[src/rtl/aes_pkg.sv]
// Shared AES datapath definitions: state width, byte layout and the ShiftRows
// byte-index helper used by both the encrypt and decrypt row-rotation stages.
package aes_pkg;

  localparam int DATA_WIDTH = 128;
  localparam int BYTE_WIDTH = 8;
  localparam int NUM_BYTES  = DATA_WIDTH / BYTE_WIDTH;
  localparam int NUM_ROWS   = 4;
  localparam int NUM_COLS   = 4;

  // Byte k (k = 4*col + row) lives at packed index NUM_BYTES-1-k, i.e. bits [127-8k -: 8].
  typedef logic [NUM_BYTES-1:0][BYTE_WIDTH-1:0] state_t;

  // Source byte index feeding output byte (col, row). Encrypt rotates row r left
  // by r; the inverse rotates it right by r.
  function automatic int unsigned shift_row_src(input int unsigned col,
                                                input int unsigned row,
                                                input logic        inverse);
    int unsigned src_col;
    if (inverse) src_col = (col + NUM_COLS - row) % NUM_COLS;
    else         src_col = (col + row) % NUM_COLS;
    return NUM_ROWS * src_col + row;
  endfunction

endpackage

[src/rtl/inv_shift_row_perm.sv]
// Purely combinational AES inverse ShiftRows byte permutation on a 128-bit state.
module inv_shift_row_perm
  import aes_pkg::*;
(
  input  logic [DATA_WIDTH-1:0] in_data,
  output logic [DATA_WIDTH-1:0] out_data
);

  state_t in_s;
  state_t out_s;

  assign in_s = in_data;

  always_comb begin
    out_s = '0;
    for (int c = 0; c < NUM_COLS; c++) begin
      for (int r = 0; r < NUM_ROWS; r++) begin
        out_s[NUM_BYTES-1-(NUM_ROWS*c+r)] = in_s[NUM_BYTES-1-int'(shift_row_src(c, r, 1'b1))];
      end
    end
  end

  assign out_data = out_s;

endmodule

[src/rtl/inv_shift_row.sv]
// Inverse ShiftRows stage with a 2-entry output buffer and accepted-block counter.
// Define INV_SHIFT_ROW_BYPASS_EN to add a bypass input that stores blocks unpermuted.
module inv_shift_row
  import aes_pkg::*;
#(
  parameter int CNT_WIDTH = 16
) (
  input  logic                  clk,
  input  logic                  rst,
  input  logic                  in_valid,
  output logic                  in_ready,
  input  logic [DATA_WIDTH-1:0] in_data,
  output logic                  out_valid,
  input  logic                  out_ready,
  output logic [DATA_WIDTH-1:0] out_data,
`ifdef INV_SHIFT_ROW_BYPASS_EN
  input  logic                  bypass,
`endif
  output logic [CNT_WIDTH-1:0]  blk_count
);

  localparam int DEPTH = 2;

  logic [DATA_WIDTH-1:0] mem_q [DEPTH];
  logic [DATA_WIDTH-1:0] mem_d [DEPTH];
  logic                  wr_ptr_q, wr_ptr_d;
  logic                  rd_ptr_q, rd_ptr_d;
  logic [1:0]            count_q, count_d;
  logic [CNT_WIDTH-1:0]  blk_count_q, blk_count_d;

  logic [DATA_WIDTH-1:0] perm_data;
  logic [DATA_WIDTH-1:0] wr_data;
  logic                  push;
  logic                  pop;

  inv_shift_row_perm u_perm (
    .in_data  (in_data),
    .out_data (perm_data)
  );

`ifdef INV_SHIFT_ROW_BYPASS_EN
  assign wr_data = bypass ? in_data : perm_data;
`else
  assign wr_data = perm_data;
`endif

  // Handshake outputs come only from registered state, never from out_ready.
  assign in_ready  = (count_q != 2'd2);
  assign out_valid = (count_q != 2'd0);
  assign out_data  = mem_q[rd_ptr_q];
  assign blk_count = blk_count_q;

  assign push = in_valid && in_ready;
  assign pop  = out_valid && out_ready;

  // NOTE: every signal written here gets its hold value first, so no path leaves it unassigned and no latch is inferred.
  always_comb begin
    mem_d       = mem_q;
    wr_ptr_d    = wr_ptr_q;
    rd_ptr_d    = rd_ptr_q;
    count_d     = count_q;
    blk_count_d = blk_count_q;

    if (push) begin
      mem_d[wr_ptr_q] = wr_data;
      wr_ptr_d        = ~wr_ptr_q;
      blk_count_d     = blk_count_q + CNT_WIDTH'(1);
    end
    if (pop) begin
      rd_ptr_d = ~rd_ptr_q;
    end

    case ({push, pop})
      2'b10:   count_d = count_q + 2'd1;
      2'b01:   count_d = count_q - 2'd1;
      default: count_d = count_q;
    endcase
  end

  // NOTE: the two storage entries are reset too, so out_data reads zero from reset rather than X.
  always_ff @(posedge clk or negedge rst) begin
    if (!rst) begin
      for (int i = 0; i < DEPTH; i++) mem_q[i] <= '0;
      wr_ptr_q    <= 1'b0;
      rd_ptr_q    <= 1'b0;
      count_q     <= 2'd0;
      blk_count_q <= '0;
    end else begin
      // NOTE: non-blocking assignments so every flop samples the pre-edge values of its peers.
      mem_q       <= mem_d;
      wr_ptr_q    <= wr_ptr_d;
      rd_ptr_q    <= rd_ptr_d;
      count_q     <= count_d;
      blk_count_q <= blk_count_d;
    end
  end

endmodule

[config.mk]
export PLATFORM = sky130hd
export DESIGN_NAME = inv_shift_row
export DESIGN_NICKNAME = d
export VERILOG_FILES = /design/src/rtl/aes_pkg.sv /design/src/rtl/inv_shift_row_perm.sv /design/src/rtl/inv_shift_row.sv
export SDC_FILE = /design/constraint.sdc
export NUM_CORES = 1
export LEC_CHECK = 0
export ABC_AREA = 1
export ABC_CLOCK_PERIOD_IN_PS = 1450
export CAP_MARGIN = 10
export CORE_MARGIN = 2
export CORE_UTILIZATION = 30
export CTS_BUF_LIST = sky130_fd_sc_hd__clkbuf_8
export CTS_CLUSTER_DIAMETER = 50
export DETAILED_ROUTE_END_ITERATION = 16
export DONT_BUFFER_PORTS = 1
export GPL_TIMING_DRIVEN = 0
export PLACE_DENSITY = 0.47
export REMOVE_ABC_BUFFERS = 1
export SYNTH_ARGS = -nofsm -noshare
export SYNTH_HDL_FRONTEND = slang
export SYNTH_SLANG_ARGS = --single-unit
[constraint.sdc]
create_clock -name clk -period 1.45 [get_ports clk]
set_input_delay 0.2175 -clock clk [delete_from_list [all_inputs] [get_ports clk]]
set_output_delay 0.2175 -clock clk [all_outputs]
set_load 0.01 [all_outputs]
Word-level counts from Yosys, hierarchy flattened. Cells that the tools add are included.

Bits in registers: 276. Input port bits: 132. Output and inout bits: 146. Logic and storage cells: 31.

$add $sub $neg: 3. $lt $le $gt $ge: 3. Equality and inequality tests: 3. Multiplexer cells: 7. Bitwise operators: 4. Reduce and logical (&&, ||, !) cells: 5.

Operators by type and width (count): 128-bit two-way mux (4); 256-bit bitwise mux (1); 128-bit demux with 1-bit select (1); 16-bit by 1-bit adder with 16-bit output (second input constant) (1); 2-bit greater-or-equal comparator (second input constant) (2); 1-bit inverter with 2-bit output (2); 2-bit one-hot mux with 2 select lines (1); 2-bit nonzero test (2); 1-bit logical AND (3); 2-bit by 1-bit adder with 2-bit output (second input constant) (1); 2-bit by 1-bit equality test with 1-bit output (second input constant) (1); 2-bit equality test (second input constant) (1); 2-bit by 1-bit < comparator with 1-bit output (second input constant) (1); 2-bit inequality test (second input constant) (1); 1-bit inverter (2); 2-bit by 1-bit subtractor with 2-bit output (second input constant) (1).

Depth between registers and ports, before layout. Gate-level depths: netlist of run 1.

Depth in word-level cells: 6. Mapped depth: 10.

Cells and area by module. Synthesis of run 1 repeated with hierarchy kept, for this count alone.

Cells, all modules: 1606. Area, all modules: 13511.7 µm².

Modules (own cells, without submodules): inv_shift_row (times used 1, cells an instance 1478, area each 12550.8 µm², seq. area each 6906.6 µm²); inv_shift_row_perm (times used 1, cells an instance 128, area each 960.9 µm², seq. area each 0.0 µm²).

Worst setup path before layout of run 1. Ideal clock, no wire load.

Path type: reg-to-reg. Start point: register count_q[0]. End point: register count_q[1]. Setup time: 0.131 ns. Arrival time: 1.346 ns. Required time: 1.319 ns. Setup slack: -0.027 ns. Cell stages (with the launch flop): 9. Path buffers: 0. Period minus slack after synthesis: 1.477 ns. Cell sequence: dfrtp_1 inv_2 nand2_1 nand2_1 inv_1 ha_1 a21oi_1 o21ai_0 xor2_1.

Word-level cells in the longest chain between the ends: 4.

RTL lines: from (decl) (line inv_shift_row.sv:28) `logic [1:0] count_q, count_d;`; from (signal assigned) (line inv_shift_row.sv:93) `count_q <= count_d;`; 2-bit nonzero test (*) (line inv_shift_row.sv:49) `assign out_valid = (count_q != 2'd0);`; net out_valid (line inv_shift_row.sv:13) `output logic out_valid,`; 1-bit logical AND (*) (line inv_shift_row.sv:54) `assign pop = out_valid && out_ready;`; net pop (line inv_shift_row.sv:34) `logic pop;`; 2-bit by 1-bit equality test with 1-bit output / 2-bit equality test (equally long branches) (line inv_shift_row.sv:73) `case ({push, pop})`; 2-bit one-hot mux with 2 select lines / 2-bit nonzero test (equally long branches).

The timed path passes the listed nets; every way through them passes the cells marked *. A chain may end at the register's enable or synchronous reset.

Final worst setup path of run 1.
Start point: register rd_ptr_q. End point: output port out_data[99].

Word-level cells in the longest chain between the ends: 4.

RTL lines: from (decl) (line inv_shift_row.sv:27) `logic rd_ptr_q, rd_ptr_d;`; from (signal assigned) (line inv_shift_row.sv:92) `rd_ptr_q <= rd_ptr_d;`; 1-bit inverter with 2-bit output (not written as such) (line inv_shift_row.sv:50) `assign out_data = mem_q[rd_ptr_q];`; 128-bit two-way mux (not written as such) (3 in a row) (line inv_shift_row.sv:50); to (decl) (line inv_shift_row.sv:15) `output logic [DATA_WIDTH-1:0] out_data,`.

No other way between the ends. The select of a mux whose other input is x is not followed.

==> results.md, run 1 <==
* Psw at 23.8 mW
* Max Fanout on Critical Path at 8
* Layout fillers at 3683
* Synth Area in XOR/XNOR at under 10%
* DR vias at 11400
* Core area at 0.0411 sq mm
* Die area at 0.0436 sq mm
* # rows at 74
* Clk sinks at 276
* Max Fclk at 0.491 GHz
* Adder-cell share of the synthesized area at less than 1%
* RSZ-0062 raised after global routing: true
* Synth Cell Area at 0.0126 sq mm
* Num CTS Buffers at 53
* VDD IR max at around 1.3 mV
* Slew headroom at 61.3%
* Final wirelength at 54500 um
* Total GRT Usage at 21.1%
* Crit path launch type: register
* Worst Tran Pin Value at 0.581 ns
* Compound-Gate Fraction of Synth Area at 13.6%
* Vias in the first global route at 11000
* Cell taking the most area after synthesis: dfrtp_1
* Final setup fails at 390
* Top post-synthesis cells by count: nand2_1, dfrtp_1, inv_1
* Largest net degree at the start of global routing at roughly 280
* Hold Vio Cnt, Final at 276
* Skew final at between 0.015 and 0.02 ns
* Worst min path class: in2async
* Register area share after synthesis at ~55%
* Post-Synth Simple-Gate Area at 21.2%
* Syn. warnings at 0
* Top_reg_cell synth: dfrtp_1
* Die X at 209 um
* Number of detailed-route iterations in the first pass at 5
* Asr flop ratio synth at 100%
* Critical path arrival at about 1.8 ns
* Status: complete, but fails checks
* Area share of the largest cell type after synthesis at 54.9%
* Clk buf depth at 3
* Worst-skew pair later-pin latency at 0.63 ns
* Worst path most repeated cell: nand2_2
* Mapped Cells at 1481
* Most common cell in the netlist: nand2_1
* Largest family of logic cells by synthesized area: simple AND/OR/NAND/NOR gates
* # IOs at 278
* Design area at 0.0215 sq mm
* GPL Wtd Cong at 0.738
* Initial core utilization at 30.6%
* Combinational fraction of design power at between 50% and 60%
* Utilization after layout at 52.3%
* Slowest CP cell: dfrtp_4
* Area Overhead vs Synth at 71.0%
* Die height at 209 um
* Vias per cell at 4.90
* WHS at -0.698 ns
* Worst Path Required at 1.23 ns
* CTS clock-pin slew for the worst setup and hold paths at 0.06 ns
* Min Tclk post-route at 2.04 ns
* Global-route wire length before repair at 69400 um
* Initial antenna violation count at 1
* Switching share of power at a little under half
* Post-CTS Hold Buffers at 130
* CTS tree: yes
* Largest stage delay, worst path at 0.52 ns
* Seq cells post-synth at 276
* Power Density at approximately 2400 mW/mm^2
* Number of synthesized flops with an enable pin at 0
* Post-DP Area at 0.0129 sq mm
* CTS H-tree lvls at 2
* Tcrit/Tclk final at 140%
* Synth unique cells at 26
* Final nets at between 1500 and 2000
* Critical path, cell by cell: buf_16 > clkinv_16 > clkbuf_16 > nand2_2 > nand2_2
* Dpl hpwl at 18800 um
* Synthesized area per cell at approximately 8.5 sq um
* Reg power frac at 28.3%
* Post-synthesis mux area share at 0%
* DR DRC count at 0
* Setup TNS at -105.77 ns
* P_int at 28.5 mW
* Worst slack, placed at -1.17 ns
* Remaining global-route overflow at 0
* Power share of the clock group at 14.4%
* Drt wl/cell at roughly 23 um
* Routed Antenna Nets at 0
* Max-cap viol count at 0
* Failing checks: hold timing, setup timing
* Fraction of layout instances using a drive strength above 1 at 49.3%
* Root Buffer: clkbuf_8
* Leakage at 10.6 nW
* Final WS setup at -0.586 ns
* Fin. max-slew vios at 0
* Detailed Route Iter0 Violations at a little over 700
* Area contributors post-synth: dfrtp_1, nand2_1, o21ai_2, inv_1, o21ai_0
* Crit. End Element: primary output
* Critical path class: reg2out
* Buffers on Ports at 0
critical path, delay by kind of cell (launching register included):
kind	cells	cell delay (ns)
buf+inv	3	0.50
flops	1	0.52
simple gates	2	0.15
cell type report:
class                      count  area (sq um)  area share (%)
multi-input combinational    990          7690            35.8
sequential                   276          6920            32.2
timing repair buffer         276          4450            20.7
clock buffer                  65           895            4.16
tap                          532           666            3.10
inverter                     143           589            2.74
timing repair inverter         7           154           0.716
clock inverter                32           133           0.617
antenna                        1          2.50          0.0116
flip-flops by register name, summed over array words and instances (netlist names):
name / cells
mem_q: 256
rd_ptr_q: 1
count_q: 2
blk_count: 16
wr_ptr_q: 1
worst paths after layout:
path | start | to | slack (ns) | depth (start not counted)
max | rd_ptr_q$_DFFE_PN0P_ | out_data[99] | -0.59 | 5
max in group asynchronous | rst | mem_q[203]$_DFFE_PN0P_ | 1.65 | 0
min in group clk | in_data[67] | mem_q[227]$_DFFE_PN0P_ | 0.31 | 3
min | rst | blk_count[4]$_DFFE_PN0N_ | -0.70 | 0
min reg2reg | mem_q[203]$_DFFE_PN0P_ | mem_q[203]$_DFFE_PN0P_ | 0.48 | 2
max reg2reg | count_q[0]$_DFFE_PN0P_ | mem_q[152]$_DFFE_PN0P_ | -0.29 | 9
per-layer routing:
| layer | share of wire, % | global-route usage (%) | vias to the layer above |
|---|---|---|---|
| met3 | 6.6 | 5.46 | 88 |
| met1 | 44 | 29.1 | 5700 |
| met5 | 0 | 0 | - |
| met2 | 47 | 32.6 | 372 |
| li1 | - | - | 5215 |
| met4 | 2.5 | 6.58 | 0 |
power groups by stage:
stage,clock (mW),combinational [mW],sequential (mW)
finish,7.53,30.0,14.8
global route,8.09,31.7,15.2
global placement,0,6.94,12.0
CTS,7.75,22.3,13.6
detailed placement,0,12.3,13.5
floorplan,0,7.04,12.2
kinds of logic after synthesis:
| group | after synthesis |
|---|---|
| buf+inv | 229 |
| flops | 276 |
| xor+xnor | 15 |
| compound gates | 259 |
| fa+ha+maj | 2 |
| simple gates | 700 |
stage by stage:
step / power [mW] / std cells
6_report: 52.3 / 2322
5_1_grt: 55.0 / 2322
4_1_cts: 43.6 / 2266
3_5_place_dp: 25.9 / 1934
3_3_place_gp: 18.9 / 1927
2_1_floorplan: 19.3 / 1395
placed cells by master, fill, tap and decap left out, types with 3 or more instances in the layout:
master           n
nand2_1        256
clkbuf_16       21
xnor2_1          9
nor2_4           3
dfrtp_1        272
nand2_4        274
o21ai_2        207
nand3_2          3
nor2_1          10
buf_8            8
xor2_1           6
nand4_1          3
clkinv_16        5
dlygate4sd3_1  130
buf_12          38
buf_6           11
buf_4           13
nand2_2        142
o21ai_0         13
o21ai_1         37
clkbuf_8        65
inv_2            3
inv_1          166
buf_16          54
clkinvlp_4       3
nand2_8         15
nand3_1          3
repair_timing:
| item | CTS | global route |
|---|---|---|
| pin swaps | 24 | 99 |
| resized for setup | 406 | 650 |
| endpoints found under the setup margin | 395 | 397 |
| endpoints found under the hold margin | 542 | 276 |
| gates cloned | 60 | 40 |
| setup buffers | 45 | 26 |
Power figures use the tool's default switching activity.
==> run 2, diff against run 1 <==
==> constraint.sdc (replaced) <==
create_clock -name clk -period 1.45 [get_ports clk]
set_input_delay 0.3625 -clock clk [delete_from_list [all_inputs] [get_ports clk]]
set_output_delay 0.3625 -clock clk [all_outputs]
set_load 0.01 [all_outputs]
==> run 2 against run 1 <==
Against the previous run: the run still ends with hold timing, setup timing left; worst setup slack worse by 0.14 ns; fmax is 6.6% lower; total power is 15% lower; sequential power is 5% lower; hold slack better by 0.14 ns; clock-buffer cell count stayed put; critical path type unchanged; critical endpoint is now out_data[113]; highest routed layer is now met5.
==> results.md, run 2 (synthesis gave the netlist of run 1 again) <==
* Status: complete, but fails checks (unchanged)
* Failing checks: hold timing, setup timing (unchanged)
* Buffers on Ports at 0 (unchanged)
* CTS clock-pin slew for the worst setup and hold paths at 0.06 ns (about the same)
* Fin. max-slew vios at 0 (unchanged)
* Max Fanout on Critical Path at 7 (was 8)
* Reg2reg setup slack at -0.33 ns (was -0.29 ns)
* Remaining global-route overflow at 0 (unchanged)
* FF-to-FF path depth at 8 (was 9)
* Fraction of layout instances using a drive strength above 1 at 31.7% (was 49.3%)
* DR vias at 10500 (was 11400)
* Final setup fails at 382 (was 390)
* Most common cell after layout, fill and taps aside: nand2_1 (was nand2_4)
* Worst Tran Pin Value at 0.534 ns (was 0.581 ns)
* Detailed Route Iter0 Violations at 645 (was 705)
* Critical path, cell by cell: buf_16 > buf_12 > clkbuf_16 > nand2_4 > nand2_4 (was buf_16 > clkinv_16 > clkbuf_16 > nand2_2 > nand2_2)
* Critical path arrival at 1.82 ns (about the same)
* Max Fclk at 0.459 GHz (was 0.491 GHz)
* Slowest CP cell: dfrtp_4 (unchanged)
* Worst min path class: in2async (unchanged)
* Clk buf depth at 3 (unchanged)
* Die height at 209 um (unchanged)
* Area Overhead vs Synth at 48.1% (was 71.0%)
* Initial core utilization at 30.6% (unchanged)
* R2r endpoint: mem_q[229]$_DFFE_PN0P_ (was mem_q[152]$_DFFE_PN0P_)
* Largest stage delay, worst path at 0.52 ns (about the same)
* Register area at 0.00691 sq mm (was 0.00692 sq mm)
* Worst path most repeated cell: nand2_4 (was nand2_2)
* Max reg flops at 256 (unchanged)
* Routed Antenna Nets at 0 (unchanged)
* CP bufs+invs at 3 (unchanged)
* Min Tclk post-route at 2.18 ns (was 2.04 ns)
* Max-cap viol count at 0 (unchanged)
* Global-route wire length before repair at 58500 um (was 69400 um)
* # rows at 74 (unchanged)
* Setup TNS at -122.75 ns (was -105.77 ns)
* Largest net degree at the start of global routing at 277 (unchanged)
* Footprint of the multi-input gates at 0.00623 sq mm (was 0.00769 sq mm)
* RSZ-0062 raised after global routing: true (unchanged)
* Worst Path Required at 1.09 ns (was 1.23 ns)
* CTS H-tree lvls at 2 (unchanged)
* Reg2Reg Launch Point: count_q[0]$_DFFE_PN0P_ (unchanged)
* VDD IR max at 1.35 mV (about the same)
* Tcrit/Tclk final at 150% (was 140%)
* Final wirelength at 46600 um (was 54500 um)
* Die area at 0.0436 sq mm (unchanged)
* Slew headroom at 64.4% (was 61.3%)
* Final Power at 44.4 mW (was 52.3 mW)
* Leakage at 9.41 nW (was 10.6 nW)
* Clk sinks at 276 (unchanged)
* Design area at 0.0186 sq mm (was 0.0215 sq mm)
* Crit. End Element: primary output (unchanged)
* Root Buffer: clkbuf_8 (unchanged)
* Final WS setup at -0.729 ns (was -0.586 ns)
* WHS at -0.559 ns (was -0.698 ns)
* Vias in the first global route at 9987 (was 11000)
* Top reg by flops: mem_q (unchanged)
* Layout fillers at 4016 (was 3683)
* Stages on the worst setup path at 5 (unchanged)
* # IOs at 278 (unchanged)
* Top delay family on crit path: buffers and inverters (was flip-flops)
* Drt wl/cell at 20.7 um (was 23.5 um)
* Setup crit end: out_data[113] (was out_data[99])
* Number of detailed-route iterations in the first pass at 5 (unchanged)
* Die X at 209 um (unchanged)
* Crit path launch type: register (unchanged)
* CTS tree: yes (unchanged)
* Power Density at 2390 mW/mm^2 (was 2430 mW/mm^2)
* Dpl hpwl at 18800 um (unchanged)
* Post-DP Area at 0.0129 sq mm (unchanged)
* Critical path origin: rd_ptr_q$_DFFE_PN0P_ (unchanged)
* Worst-skew pair later-pin latency at 0.61 ns (was 0.63 ns)
* Final nets at 1815 (was 1881)
* Hold Vio Cnt, Final at 276 (unchanged)
* Skew final at 0.0137 ns (was 0.0185 ns)
* Num CTS Buffers at 53 (unchanged)
* Initial antenna violation count at 2 (was 1)
* Total GRT Usage at 17.1% (was 21.1%)
* Vias per cell at 4.67 (was 4.90)
* Critical path class: reg2out (unchanged)
* GPL Wtd Cong at 0.738 (unchanged)
* Commonest non-fill, non-tap cells in the layout: nand2_1, dfrtp_1, nand2_4, inv_1, dlygate4sd3_1 (was nand2_4, dfrtp_1, nand2_1, o21ai_2, inv_1)
* DR DRC count at 0 (unchanged)
* Core area at 0.0411 sq mm (unchanged)
[run 2: what timing repair did]
item,CTS,global route
pin swaps,22,67
endpoints found under the setup margin,411,410
setup buffers,9,23
hold buffers,129,1
endpoints found under the hold margin,537,278
gates resized for setup,188,332
cloned,17,45
[run 2: per-stage QoR]
stage | setup slack [ns] | util (%) | std cells
after global routing | -0.791 | 45.3 | 2256
after floorplan | -5.51 | - | 1395
final | -0.729 | 45.3 | 2256
after global placement | -10.34 | 30.7 | 1927
after CTS | -0.815 | 39.5 | 2186
after detailed placement | -1.32 | 31.3 | 1934
[run 2: area by class of cell]
| type | instances | share of cell area (%) |
|---|---|---|
| repair buffers | 218 | 16.4 |
| inverters | 143 | 3.17 |
| well taps | 532 | 3.58 |
| diodes | 1 | 0.0134 |
| clock inverters | 32 | 0.712 |
| flip-flops and latches | 276 | 37.1 |
| multi-input cells | 983 | 33.5 |
| repair inverters | 6 | 0.766 |
| clock buffers | 65 | 4.81 |
[run 2: how the worst min path moves through the flow]
stage / from / to / slack [ns] / depth (start not counted)
after floorplan: rst / blk_count[0]$_DFFE_PN0N_ / 0.07 / 0
after global placement: rst / blk_count[0]$_DFFE_PN0N_ / 0.07 / 0
after detailed placement: rst / blk_count[4]$_DFFE_PN0N_ / 0.07 / 0
after CTS: rst / mem_q[63]$_DFFE_PN0P_ / -0.62 / 0
after global routing: rst / mem_q[157]$_DFFE_PN0P_ / -0.60 / 0
final: rst / mem_q[157]$_DFFE_PN0P_ / -0.56 / 0
[run 2: power breakdown]
part           leakage, nW  internal (mW)  switching, mW
Clock                0.621           4.01           3.47
Sequential            3.44           11.3           2.81
Combinational         5.36           9.21           13.7
[run 2: metal layers]
| layer | up-vias | GRT usage [%] | routed length, um |
|---|---|---|---|
| met3 | 70 | 4.42 | 3180 |
| li1 | 5022 | - | - |
| met1 | 5112 | 23.5 | 21000 |
| met4 | 2 | 5.44 | 942 |
| met5 | - | 0 | 15 |
| met2 | 329 | 26.5 | 21500 |
